### config.mk
export PLATFORM = sky130hd
export DESIGN_NAME = tap_decoder
export DESIGN_NICKNAME = d
export VERILOG_FILES = /design/src/rtl/tap_pkg.sv /design/src/rtl/tap_gap_timer.sv /design/src/rtl/tap_decoder.sv
export SDC_FILE = /design/constraint.sdc
export NUM_CORES = 1
export LEC_CHECK = 0
export BUFFER_PORTS_ARGS = -buffer_cell sky130_fd_sc_hd__clkbuf_2
export CAP_MARGIN = 25
export CORE_ASPECT_RATIO = 0.5
export CORE_UTILIZATION = 45
export CTS_BUF_LIST = sky130_fd_sc_hd__clkbuf_4 sky130_fd_sc_hd__clkbuf_8
export CTS_CLUSTER_DIAMETER = 80
export CTS_CLUSTER_SIZE = 25
export DETAILED_ROUTE_END_ITERATION = 12
export PLACE_DENSITY_LB_ADDON = 0.15
export SLEW_MARGIN = 20
export SYNTH_ARGS = -nofsm -noshare
export SYNTH_HDL_FRONTEND = slang
export SYNTH_SLANG_ARGS = --single-unit
### constraint.sdc
create_clock -name clk_50MHz -period 2.2 [get_ports clk_50MHz]
set_input_delay 0.22 -clock clk_50MHz [delete_from_list [all_inputs] [get_ports clk_50MHz]]
set_output_delay 0.22 -clock clk_50MHz [all_outputs]
set_load 0.02 [all_outputs]
### src/rtl/tap_pkg.sv
// tap_pkg: shared FSM state encoding, event codes and tap limit for tap_decoder.
// Build option: define TAP_DECODER_TRIPLE_EN to enable triple-tap detection
// (otherwise the second tap emits a double event immediately).
package tap_pkg;

    typedef enum logic [1:0] {
        IDLE   = 2'd0,
        GATHER = 2'd1,
        EMIT   = 2'd2
    } tap_state_t;

    localparam logic [1:0] TAP_NONE   = 2'b00;
    localparam logic [1:0] TAP_SINGLE = 2'b01;
    localparam logic [1:0] TAP_DOUBLE = 2'b10;
    localparam logic [1:0] TAP_TRIPLE = 2'b11;

`ifdef TAP_DECODER_TRIPLE_EN
    localparam logic [1:0] MAX_TAPS = 2'd3;
`else
    localparam logic [1:0] MAX_TAPS = 2'd2;
`endif

    // Map a gathered tap count onto the event code presented to the consumer.
    function automatic logic [1:0] tap_code(input logic [1:0] taps);
        case (taps)
            2'd1:    return TAP_SINGLE;
            2'd2:    return TAP_DOUBLE;
            2'd3:    return TAP_TRIPLE;
            default: return TAP_NONE;
        endcase
    endfunction

endpackage

### src/rtl/tap_gap_timer.sv
// tap_gap_timer: counts idle cycles between taps; saturates at GAP_CYCLES-1
// and flags expiry there, so it can never wrap.
module tap_gap_timer #(
    parameter int GAP_CYCLES   = 12500000,
    parameter int COUNTERWIDTH = 32
) (
    input  logic clk_50MHz,
    input  logic rst_n,
    input  logic clear,
    input  logic enable,
    output logic expired
);

    localparam logic [COUNTERWIDTH-1:0] LAST = COUNTERWIDTH'(GAP_CYCLES - 1);

    logic [COUNTERWIDTH-1:0] cnt;

    assign expired = (cnt == LAST);

    // Gap counter: clear wins, otherwise count up while enabled until the last value.
    always_ff @(posedge clk_50MHz or negedge rst_n) begin
        if (!rst_n) begin
            cnt <= '0;
        end else if (clear) begin
            cnt <= '0;
        end else if (enable && !expired) begin
            cnt <= cnt + 1'b1;
        end
    end

endmodule

### src/rtl/tap_decoder.sv
// tap_decoder: groups one-cycle press pulses into single/double(/triple) tap
// events separated by at most GAP_CYCLES cycles, and hands each event to a
// valid/ready consumer. Presses arriving while an event is pending are
// counted in drop_cnt (saturating).
// Build option: TAP_DECODER_TRIPLE_EN enables triple taps (see tap_pkg).
module tap_decoder
    import tap_pkg::*;
#(
    parameter int GAP_CYCLES   = 12500000,
    parameter int COUNTERWIDTH = 32
) (
    input  logic       clk_50MHz,
    input  logic       rst_n,
    input  logic       press_pulse,
    input  logic       evt_ready,
    output logic       evt_valid,
    output logic [1:0] evt_code,
    output logic       busy,
    output logic [7:0] drop_cnt
);

    tap_state_t state;
    logic [1:0] taps;
    logic       timer_clear;
    logic       timer_en;
    logic       expired;
    logic       handshake;

    // The timer only runs while gathering; every press restarts the gap.
    assign timer_en    = (state == GATHER);
    assign timer_clear = (state != GATHER) || press_pulse;
    assign handshake   = evt_valid && evt_ready;

    tap_gap_timer #(
        .GAP_CYCLES   (GAP_CYCLES),
        .COUNTERWIDTH (COUNTERWIDTH)
    ) u_gap_timer (
        .clk_50MHz (clk_50MHz),
        .rst_n     (rst_n),
        .clear     (timer_clear),
        .enable    (timer_en),
        .expired   (expired)
    );

    function automatic logic [7:0] sat_inc8(input logic [7:0] v);
        return (v == 8'hFF) ? v : v + 8'd1;
    endfunction

    // Tap FSM with registered event, busy and drop-counter outputs.
    always_ff @(posedge clk_50MHz or negedge rst_n) begin
        if (!rst_n) begin
            state     <= IDLE;
            taps      <= 2'd0;
            evt_valid <= 1'b0;
            evt_code  <= TAP_NONE;
            busy      <= 1'b0;
            drop_cnt  <= 8'd0;
        end else begin
            case (state)
                IDLE: begin
                    if (press_pulse) begin
                        state <= GATHER;
                        taps  <= 2'd1;
                        busy  <= 1'b1;
                    end
                end
                GATHER: begin
                    // A press on the timeout cycle still counts as a tap.
                    if (press_pulse) begin
                        if (taps + 2'd1 == MAX_TAPS) begin
                            state     <= EMIT;
                            taps      <= 2'd0;
                            evt_valid <= 1'b1;
                            evt_code  <= tap_code(MAX_TAPS);
                        end else begin
                            taps <= taps + 2'd1;
                        end
                    end else if (expired) begin
                        state     <= EMIT;
                        taps      <= 2'd0;
                        evt_valid <= 1'b1;
                        evt_code  <= tap_code(taps);
                    end
                end
                EMIT: begin
                    if (handshake) begin
                        evt_valid <= 1'b0;
                        evt_code  <= TAP_NONE;
                        // A press on the handshake cycle starts the next gesture.
                        if (press_pulse) begin
                            state <= GATHER;
                            taps  <= 2'd1;
                        end else begin
                            state <= IDLE;
                            busy  <= 1'b0;
                        end
                    end else if (press_pulse) begin
                        drop_cnt <= sat_inc8(drop_cnt);
                    end
                end
                default: begin
                    state     <= IDLE;
                    taps      <= 2'd0;
                    evt_valid <= 1'b0;
                    evt_code  <= TAP_NONE;
                    busy      <= 1'b0;
                end
            endcase
        end
    end

endmodule
==> flow_summary.json <==
{
  "grt_pass1_vias": 1806,
  "synthArstFlopShare": 1.00,
  "cts_max_path_buffers": 2,
  "hp-class": "in -> async",
  "skew_ps": 9.91,
  "cp-start-kind": "flip-flop",
  "die_w_um": 108,
  "cts_setup_buffers": 0,
  "grt_pass1_wl_mm": 8.47,
  "clkLatencyLatePin_ps": 300,
  "hold_ws_ps": 2.17,
  "status": "complete, no violations",
  "cts_tree": "yes",
  "antenna_found_initial": 0,
  "clock-root-buffer": "clkbuf_8",
  "synthCells": 259,
  "initial_core_util": 0.488,
  "r2r_slack_ps": 220,
  "n_fill_cell": 467,
  "rsz0062_at_grt": "no",
  "synth_seq_area_share": 0.480,
  "post-route-period-util": 0.899,
  "final_cell_mix": "dfrtp_1, nor2_1, nand2_1",
  "end_kind": "flip-flop",
  "portBuffers": 15,
  "syn_area_per_cell_um2": 9.67,
  "clock_sinks": 48,
  "cts-buffers-inserted": 5,
  "cp.arrival_ps": 2170,
  "final_nets": 284,
  "synth.top_cell.area_share": 0.480,
  "layout.cells.most_common": "dfrtp_1",
  "clkSlewWorstSetupHoldPaths_ps": 90,
  "cp_max_fo": 8,
  "finalHoldViolations": 0,
  "min_period_ps": 1980,
  "remaining_drc_errors": 0,
  "finalSetupViolations": 0,
  "fp.dieH_um": 54.8,
  "antennaDiodeCount": 0,
  "reg2regPathDepth": 5,
  "postRouteAntennaNets": 0,
  "maxCapViolCount": 0,
  "synth_area_leaders": "dfrtp_1, xnor2_1, nor2_1",
  "ios": 16,
  "synth_area_leader_cell": "dfrtp_1",
  "wire_per_inst_um": 14.5,
  "drive_gt1_frac": 0.143,
  "vdd_ir_drop_max_mv": 0.600,
  "p_leak_nw": 1.16,
  "post-route-util": 0.546,
  "path_class": "reg -> reg",
  "ctsHtreeMaxLevel": 2,
  "final_max_slew_viol_count": 0,
  "hpwl_mm": 3.54,
  "max_freq_mhz": 506,
  "worstPathRequired_ps": 2390,
  "vias_per_cell": 5.59,
  "syn_to_final_growth_pct": 11.8,
  "grt_usage": 0.192,
  "routed_wl_mm": 5.06,
  "ys_warn_count": 0,
  "place_congestion": 0.855,
  "synth.distinct_cells": 44,
  "first_pass_iters": 4,
  "cts_resized": 0,
  "powerDensity_nw_per_um2": 797,
  "vias": 1951,
  "syn_area_um2": 2500,
  "core_um2": 5130,
  "synth_nets": 265,
  "synth-edff-count": 0,
  "synth-main-ff-cell": "dfrtp_1",
  "finalSetupTns_ps": 0,
  "grt_max_degree": 49,
  "grt_overflow": 0,
  "maxSlewHeadroom": 0.599,
  "ys_ff_latch": 48,
  "die-area_um2": 5890,
  "rows": 18,
  "drt-initial-drc-count": 78,
  "r2r-end": "evt_code[0]",
  "tightest_slew_ps": 601,
  "cts_hold_buf": 0,
  "rr_startpoint": "u_gap_timer.cnt[0]"
}
-- per-layer routing --
metal | up-vias | track usage | wire, µm
li1 | 968 | - | -
met1 | 942 | 0.266 | 2640
met2 | 37 | 0.303 | 2190
met3 | 4 | 0.0488 | 207
met4 | 0 | 0.0502 | 14
met5 | - | 0 | 0
-- critical path, stage by stage, from the launching register on --
cell	delay, ps
dfrtp_1	410
ha_1	220
nand3_1	240
nor4_4	580
o22ai_1	190
a32o_1	230
-- synthesized netlist by cell type, types with 6 or more instances --
master,n
a21oi_1,9
a31oi_1,6
and3_1,7
clkbuf_1,7
dfrtp_1,48
inv_1,10
nand2_1,21
nand3_1,12
nand4_1,6
nor2_1,31
nor3_1,10
nor4_1,11
xnor2_1,20
xor2_1,9
-- where the power goes --
group          internal, W  switching, W
logic             0.000207      0.000308
registers         0.000960      0.000122
clock network     0.000350      0.000286
-- sequential cells by signal (all words and copies together), names as in the netlist --
name             cells
evt_code             2
drop_cnt             8
evt_valid            1
u_gap_timer.cnt     32
taps                 2
busy                 1
state                2
-- stage by stage --
| step | cell area, µm² | setup WS, ps | power, W | cells |
|---|---|---|---|---|
| CTS | 2800 | 168 | 0.00225 | 349 |
| detailed placement | 2690 | 195 | 0.00161 | 341 |
| global placement | 2690 | 252 | 0.00160 | 341 |
| global route | 2800 | 58.4 | 0.00236 | 349 |
| finish | 2800 | 222 | 0.00223 | 349 |
| floorplan | 2500 | 416 | 0.00142 | 259 |
-- worst max path at each step --
| stage | end | start | cells past startpoint |
|---|---|---|---|
| after floorplan | drop_cnt[1] | drop_cnt[0] | 5 |
| after global placement | evt_code[0] | u_gap_timer.cnt[24] | 5 |
| after detailed placement | evt_code[0] | u_gap_timer.cnt[9] | 5 |
| after CTS | evt_code[0] | u_gap_timer.cnt[9] | 5 |
| after global routing | u_gap_timer.cnt[18] | u_gap_timer.cnt[0] | 6 |
| final | evt_code[0] | u_gap_timer.cnt[0] | 5 |
-- area by class of cell --
cell class,count,area (µm²),share of cell area
clock buffers,6,76.3,0.0272
clock inverters,2,35.0,0.0125
inverters,10,37.5,0.0134
multi-input cells,192,1230,0.439
flip-flops and latches,48,1200,0.429
well taps,70,87.6,0.0313
repair buffers,21,133,0.0473
-- cells by family after synthesis --
family / count (synthesis) / synth area share
muxes: 2 / 0.00849
DFF: 48 / 0.480
buffers and inverters: 19 / 0.0290
xor gates and xnor gates: 29 / 0.101
adders and majority gates: 2 / 0.00999
and+or+nand+nor: 120 / 0.266
AOI/OAI and AO/OA: 39 / 0.105
Note: power is estimated with default switching activity, not from simulation.
